$ cat config.mk
export PLATFORM = sky130hd
export DESIGN_NAME = fp_mul_lane_sched
export DESIGN_NICKNAME = d
export VERILOG_FILES = /design/src/rtl/fp_mul_lane_sched.sv
export SDC_FILE = /design/constraint.sdc
export NUM_CORES = 2
export LEC_CHECK = 0
export ABC_AREA = 0
export BUFFER_PORTS_ARGS = -buffer_cell sky130_fd_sc_hd__buf_2
export CAP_MARGIN = 20
export CORE_MARGIN = 4
export CORE_UTILIZATION = 30
export CTS_CLUSTER_SIZE = 40
export DETAILED_ROUTE_END_ITERATION = 10
export PLACE_DENSITY = 0.53
export SYNTH_ARGS = -nofsm -noshare
export SYNTH_HDL_FRONTEND = slang
export SYNTH_HIERARCHICAL = 1
export SYNTH_SLANG_ARGS = --single-unit
$ cat constraint.sdc
create_clock -name clk -period 9.1 [get_ports clk]
set_clock_uncertainty 0.05 [all_clocks]
set_input_delay 0.91 -clock clk [delete_from_list [all_inputs] [get_ports clk]]
set_output_delay 0.91 -clock clk [all_outputs]
set_load 0.005 [all_outputs]
$ cat src/rtl/fp_mul_lane_sched.sv
// Lane-packing scheduler: gathers same-format mantissa multiply requests into one
// SIMD pass of a shared fp_mul_8_16_32 and returns the packed result with per-lane tags.

`ifndef CONFIG_WIDTH
`define CONFIG_WIDTH     3
`define CONFIG_FP32      3'd0
`define CONFIG_FP16      3'd1
`define CONFIG_TF32      3'd2
`define CONFIG_BF16      3'd3
`define CONFIG_FP8_E4M3  3'd4
`define CONFIG_FP8_E5M2  3'd5
`endif

// SIMD mantissa multiplier: 1x24, 2x12 or 4x6 lanes, truncated and normalised per lane.
module fp_mul_8_16_32 #(
    parameter int unsigned WIDTH = 24
) (
    input  logic [WIDTH-1:0]         IN1,
    input  logic [WIDTH-1:0]         IN2,
    input  logic [`CONFIG_WIDTH-1:0] CONFIG,
    output logic [WIDTH-1:0]         OUT,
    output logic [3:0]               OUT_NormBits
);
    localparam int unsigned W2 = WIDTH / 2;
    localparam int unsigned W4 = WIDTH / 4;

    logic [2*WIDTH-1:0] p1;
    logic [WIDTH-1:0]   p2 [2];
    logic [W2-1:0]      p4 [4];

    always_comb begin
        OUT          = '0;
        OUT_NormBits = '0;
        p1 = {{WIDTH{1'b0}}, IN1} * {{WIDTH{1'b0}}, IN2};
        for (int i = 0; i < 2; i++) begin
            p2[i] = {{W2{1'b0}}, IN1[i*W2 +: W2]} * {{W2{1'b0}}, IN2[i*W2 +: W2]};
        end
        for (int i = 0; i < 4; i++) begin
            p4[i] = {{W4{1'b0}}, IN1[i*W4 +: W4]} * {{W4{1'b0}}, IN2[i*W4 +: W4]};
        end
        case (CONFIG)
            `CONFIG_FP16, `CONFIG_TF32: begin
                for (int i = 0; i < 2; i++) begin
                    OUT_NormBits[i]  = p2[i][WIDTH-1];
                    OUT[i*W2 +: W2]  = p2[i][WIDTH-1] ? p2[i][WIDTH-1 -: W2]
                                                      : p2[i][WIDTH-2 -: W2];
                end
            end
            `CONFIG_FP8_E4M3, `CONFIG_FP8_E5M2: begin
                for (int i = 0; i < 4; i++) begin
                    OUT_NormBits[i]  = p4[i][W2-1];
                    OUT[i*W4 +: W4]  = p4[i][W2-1] ? p4[i][W2-1 -: W4] : p4[i][W2-2 -: W4];
                end
            end
            default: begin
                OUT_NormBits[0] = p1[2*WIDTH-1];
                OUT = p1[2*WIDTH-1] ? p1[2*WIDTH-1 -: WIDTH] : p1[2*WIDTH-2 -: WIDTH];
            end
        endcase
    end
endmodule

module fp_mul_lane_sched #(
    parameter int unsigned TAG_W   = 4,
    parameter int unsigned TIMEOUT = 8
) (
    input  logic                     clk,
    input  logic                     rst_n,
    input  logic                     req_valid,
    output logic                     req_ready,
    input  logic [`CONFIG_WIDTH-1:0] req_cfg,
    input  logic [23:0]              req_a,
    input  logic [23:0]              req_b,
    input  logic [TAG_W-1:0]         req_tag,
    input  logic                     flush,
    output logic                     rsp_valid,
    input  logic                     rsp_ready,
    output logic [`CONFIG_WIDTH-1:0] rsp_cfg,
    output logic [23:0]              rsp_data,
    output logic [3:0]               rsp_norm,
    output logic [3:0]               rsp_mask,
    output logic [4*TAG_W-1:0]       rsp_tags
);
    localparam logic [1:0] StIdle  = 2'd0;
    localparam logic [1:0] StFill  = 2'd1;
    localparam logic [1:0] StIssue = 2'd2;
    localparam logic [1:0] StResp  = 2'd3;

    function automatic logic [2:0] lanes_of(input logic [`CONFIG_WIDTH-1:0] cfg);
        case (cfg)
            `CONFIG_FP16, `CONFIG_TF32:          return 3'd2;
            `CONFIG_FP8_E4M3, `CONFIG_FP8_E5M2:  return 3'd4;
            default:                             return 3'd1;
        endcase
    endfunction

    function automatic logic [23:0] place(input logic [23:0] v, input logic [2:0] lanes,
                                          input logic [1:0] idx);
        logic [23:0] r;
        r = '0;
        case (lanes)
            3'd2:    r[idx[0]*12 +: 12] = v[11:0];
            3'd4:    r[idx*6 +: 6]      = v[5:0];
            default: r = v;
        endcase
        return r;
    endfunction

    logic [1:0]               state_q, state_d;
    logic [`CONFIG_WIDTH-1:0] cfg_q, cfg_d;
    logic [2:0]               cnt_q, cnt_d;
    logic [7:0]               idle_q, idle_d;
    logic [23:0]              pack_a_q, pack_a_d, pack_b_q, pack_b_d;
    logic [4*TAG_W-1:0]       tags_q, tags_d;
    logic [3:0]               mask_q, mask_d;
    logic                     ready_en_q;
    logic [`CONFIG_WIDTH-1:0] rsp_cfg_d;
    logic [23:0]              rsp_data_d, mul_out;
    logic [3:0]               rsp_norm_d, rsp_mask_d, mul_norm;
    logic [4*TAG_W-1:0]       rsp_tags_d;
    logic [2:0]               fill_lanes;
    logic                     cfg_match;

    fp_mul_8_16_32 #(
        .WIDTH (24)
    ) u_mul (
        .IN1          (pack_a_q),
        .IN2          (pack_b_q),
        .CONFIG       (cfg_q),
        .OUT          (mul_out),
        .OUT_NormBits (mul_norm)
    );

    assign fill_lanes = lanes_of(cfg_q);
    assign cfg_match  = (req_cfg == cfg_q);
    assign rsp_valid  = (state_q == StResp);

    always_comb begin
        state_d    = state_q;
        cfg_d      = cfg_q;
        cnt_d      = cnt_q;
        idle_d     = idle_q;
        pack_a_d   = pack_a_q;
        pack_b_d   = pack_b_q;
        tags_d     = tags_q;
        mask_d     = mask_q;
        rsp_cfg_d  = rsp_cfg;
        rsp_data_d = rsp_data;
        rsp_norm_d = rsp_norm;
        rsp_mask_d = rsp_mask;
        rsp_tags_d = rsp_tags;
        req_ready  = 1'b0;
        case (state_q)
            StIdle: begin
                req_ready = ready_en_q;
                if (req_valid && ready_en_q) begin
                    cfg_d    = req_cfg;
                    cnt_d    = 3'd1;
                    idle_d   = '0;
                    pack_a_d = place(req_a, lanes_of(req_cfg), 2'd0);
                    pack_b_d = place(req_b, lanes_of(req_cfg), 2'd0);
                    tags_d   = '0;
                    tags_d[TAG_W-1:0] = req_tag;
                    mask_d   = 4'b0001;
                    state_d  = (lanes_of(req_cfg) == 3'd1) ? StIssue : StFill;
                end
            end
            StFill: begin
                // A mismatched format is stalled here and picked up again from IDLE.
                req_ready = !req_valid || cfg_match;
                if (req_valid && cfg_match) begin
                    pack_a_d = pack_a_q | place(req_a, fill_lanes, cnt_q[1:0]);
                    pack_b_d = pack_b_q | place(req_b, fill_lanes, cnt_q[1:0]);
                    tags_d[cnt_q[1:0]*TAG_W +: TAG_W] = req_tag;
                    mask_d[cnt_q[1:0]] = 1'b1;
                    cnt_d  = cnt_q + 3'd1;
                    idle_d = '0;
                    if (cnt_d == fill_lanes || flush) state_d = StIssue;
                end else begin
                    idle_d = idle_q + 8'd1;
                    if (req_valid || flush || idle_q == 8'(TIMEOUT)) state_d = StIssue;
                end
            end
            StIssue: begin
                rsp_cfg_d  = cfg_q;
                rsp_data_d = mul_out;
                rsp_norm_d = mul_norm;
                rsp_mask_d = mask_q;
                rsp_tags_d = tags_q;
                state_d    = StResp;
            end
            StResp: begin
                if (rsp_ready) begin
                    state_d  = StIdle;
                    cfg_d    = '0;
                    cnt_d    = '0;
                    idle_d   = '0;
                    pack_a_d = '0;
                    pack_b_d = '0;
                    tags_d   = '0;
                    mask_d   = '0;
                end
            end
            default: state_d = StIdle;
        endcase
    end

    always_ff @(posedge clk or negedge rst_n) begin
        if (!rst_n) begin
            state_q    <= StIdle;
            cfg_q      <= '0;
            cnt_q      <= '0;
            idle_q     <= '0;
            pack_a_q   <= '0;
            pack_b_q   <= '0;
            tags_q     <= '0;
            mask_q     <= '0;
            ready_en_q <= 1'b0;
            rsp_cfg    <= '0;
            rsp_data   <= '0;
            rsp_norm   <= '0;
            rsp_mask   <= '0;
            rsp_tags   <= '0;
        end else begin
            state_q    <= state_d;
            cfg_q      <= cfg_d;
            cnt_q      <= cnt_d;
            idle_q     <= idle_d;
            pack_a_q   <= pack_a_d;
            pack_b_q   <= pack_b_d;
            tags_q     <= tags_d;
            mask_q     <= mask_d;
            ready_en_q <= 1'b1;
            rsp_cfg    <= rsp_cfg_d;
            rsp_data   <= rsp_data_d;
            rsp_norm   <= rsp_norm_d;
            rsp_mask   <= rsp_mask_d;
            rsp_tags   <= rsp_tags_d;
        end
    end
endmodule
==> metrics.md <==
| Metric | Value |
|---|---|
| Clock latency on the worst-skew pair | 0.47 ns |
| Post-Place Setup Slack | 0.624 ns |
| Top cell by count, worst path | fa_1 |
| Post-CTS Setup Inserts | 0 |
| Max clock buf depth | 2 |
| Max stage delay on crit path | 0.80 ns |
| DR pass1 iterations | 6 |
| Dpl hpwl | 89500 µm |
| RSZ-0062 raised after global routing | false |
| GRT Residual Overflow | 0 |
| Final min period | 8.48 ns |
| Register bit total from synthesis | 136 |
| Crit path DAT | 8.80 ns |
| Post-cts sizing count | 0 |
| Period utilization | 93.2% |
| Final Util | 33.0% |
| Multi-input logic area | 27300 µm² |
| Setup tns final | 0 ns |
| Initial antenna violation count | 2 |
| Reg area | 3400 µm² |
| Register area share after synthesis | 9.89% |
| Startpoint types | flip-flop |
| Crit Path Category | flip-flop to flip-flop |
| # Max-Cap Violations | 0 |
| F_max | 118 MHz |
| Cts hold-fix bufs | 0 |
| Root buffer cell | clkbuf_16 |
| Final hold viol count | 0 |
| Fin cells | 5413 |
| Clock-pin slew on the worst setup and hold paths | 0.07 ns |
| Largest net degree at the start of global routing | 79 |
| Reg2Reg Depth | 22 |
| Routability cong. | 0.893 |
| Peak fanout along the critical path | 21 |
| Layout cells sized above 1 | 7.95% |
| Routed length per instance | 19.8 µm |
| Die area | 120000 µm² |
| Number of setup violations in the final report | 0 |
| Worst reg2reg setup slack | 0.62 ns |
| Post-DRT Antenna Nets | 0 |
| Worst Setup EP | rsp_data[11] |
| Status | finished clean |
| # rows | 123 |
| DRC violations left | 0 |
| CP required | 9.42 ns |
| Slowest library cell on the worst path | dfrtp_1 |
| Clk sinks | 136 |
| Synth Warn # | 6 |
| Fillcell total | 11900 |
| Ys async rst share | 100% |
| # diodes | 0 |
| Ys flop type | dfrtp_1 |
| Max-slew headroom | 23.5% |
| Die Wd | 347 µm |
| CTS tree | yes |
| CP cell instances | buf_4 > and2_1 > fa_1 > inv_1 > fa_1 > inv_1 > fa_1 > fa_1 > fa_1 > fa_1 > inv_1 > fa_1 > inv_1 > ha_1 > a21oi_1 > o21ai_0 > o311a_1 > or3_1 > nand2_1 > mux2_2 > a211o_1 > mux2_2 |
| Max-slew violations | 0 |
| Unique masters post-synth | 89 |
| Worst hold path type | input pin to asynchronous set/reset pin |
| FF-to-FF Start | pack_b_q[12] |
| Crit path max-delay family | adder cells |
| IO buf count | 112 |
| Total wire length | 107000 µm |
| Starting DRT DRC Count | 1853 |
| Via density | 4.98 |
| Syn Nets | 4870 |
| Worst Path Buf+Inv | 5 |
| H-tree depth | 4 |
| R2r endpoint | rsp_data[11] |
| Worst setup margin | 0.616 ns |
| Placed Instances | 5379 |
| Mapped cell area | 34400 µm² |
| GRT Total Usage | 17.8% |
| CP Launch Point | pack_b_q[12] |
| NumNets Final | 4886 |
| Synthesis-to-layout area growth | 8.37% |
| Initial core utilization | 30.4% |
| Vias in the first global route | 28300 |
| Die Ht | 347 µm |
| Post-synthesis average cell area | 8.86 µm² |
| Post-synthesis cell count | 3884 |
| WP depth | 22 |
| Critical Path Sink Type | flip-flop |
| First-pass GRT wire length | 167000 µm |
| Core footprint | 113000 µm² |
| TritonCTS Buffers | 17 |
| Post-synth EDFFs | 0 |
| Worst-margin pin slew | 1.14 ns |
| # IOs | 113 |
| Vias | 27000 |
==> worst min-delay path by stage <==
stage / startpoint / endpoint / depth (start not counted)
CTS: rst_n / pack_a_q[23] / 1
finish: rst_n / pack_a_q[23] / 1
global placement: tags_q[11] / tags_q[11] / 1
detailed placement: tags_q[15] / tags_q[15] / 1
global route: tags_q[6] / tags_q[6] / 1
floorplan: mask_q[1] / mask_q[1] / 2
==> through the flow <==
step | cell area, µm² | hold slack, ns
2_1_floorplan | 34400 | 0.407
3_3_place_gp | 36600 | 0.424
3_5_place_dp | 36600 | 0.425
4_1_cts | 37300 | 0.437
5_1_grt | 37300 | 0.454
6_report | 37300 | 0.422
==> cells in the mapped netlist, types with 41 or more instances <==
library cell | instances | area, µm²
inv_1 | 797 | 2990
fa_1 | 605 | 12100
nand2_1 | 407 | 1530
and2_1 | 326 | 2040
ha_1 | 321 | 4020
clkbuf_1 | 161 | 604
a21oi_1 | 140 | 701
dfrtp_1 | 136 | 3400
o21ai_0 | 126 | 631
nor2_1 | 113 | 424
mux2_2 | 61 | 687
nor3_1 | 44 | 220
nand3_1 | 41 | 205
==> placed cells by master (no fill, tap or decap), types with 12 or more instances in the layout <==
master | synthesis | layout
nand2_1 | 407 | 407
a32o_1 | 18 | 18
dfrtp_1 | 136 | 136
ha_1 | 321 | 320
nor3_1 | 44 | 44
xor2_1 | 35 | 35
nor2_1 | 113 | 113
o211ai_1 | 28 | 28
nand4_1 | 32 | 32
clkbuf_16 | 0 | 17
or3_1 | 13 | 13
and3_1 | 16 | 16
and2_1 | 326 | 326
mux2_2 | 61 | 61
buf_4 | 2 | 65
a31oi_1 | 18 | 18
xnor2_1 | 39 | 38
o31ai_1 | 12 | 12
nand2b_1 | 30 | 30
mux2i_1 | 23 | 23
inv_1 | 797 | 797
nor2b_1 | 13 | 13
a22o_1 | 20 | 20
a21oi_1 | 140 | 140
o21ai_0 | 126 | 126
a211oi_1 | 23 | 23
a21o_1 | 27 | 27
buf_2 | 13 | 111
nand3_1 | 41 | 41
fa_1 | 605 | 605
a22oi_1 | 26 | 26
o21a_1 | 15 | 15
==> area by class of cell <==
cell class / instances / area share [%]
Tap cell: 1500 / 5.03
Inverter: 797 / 8.02
Clock buffer: 18 / 1.18
Timing Repair Buffer: 178 / 2.90
Clock inverter: 14 / 0.507
Sequential cell: 136 / 9.13
Multi-Input combinational cell: 2770 / 73.2
==> kinds of logic after synthesis <==
| family | after synthesis | synth area share, % |
|---|---|---|
| flip-flops | 136 | 9.89 |
| other | 1 | 0.0109 |
| AO/OA/AOI/OAI | 588 | 11.6 |
| multiplexers | 86 | 2.73 |
| XOR/XNOR | 75 | 1.93 |
| buffers and inverters | 978 | 10.8 |
| AND/OR/NAND/NOR | 1094 | 16.2 |
| adder cells (fa/ha/maj) | 926 | 46.9 |
==> registers in the layout, indices dropped and copies added, names as in the netlist <==
name        cells
rsp_mask        4
rsp_tags       16
state_q         2
pack_a_q       24
pack_b_q       24
cfg_q           3
rsp_cfg         3
ready_en_q      1
rsp_norm        4
tags_q         16
cnt_q           3
mask_q          4
rsp_data       24
idle_q          8
==> layer usage <==
layer | part of all wire, % | track usage, %
met4 | 2.6 | 4.88
met3 | 4.9 | 2.39
met2 | 46 | 28.8
met5 | 0.012 | 0
met1 | 46 | 25.0
Power is left out: the tool's default activity adds up to more than one toggle a clock period on the data nets, which glitch-free logic cannot reach.
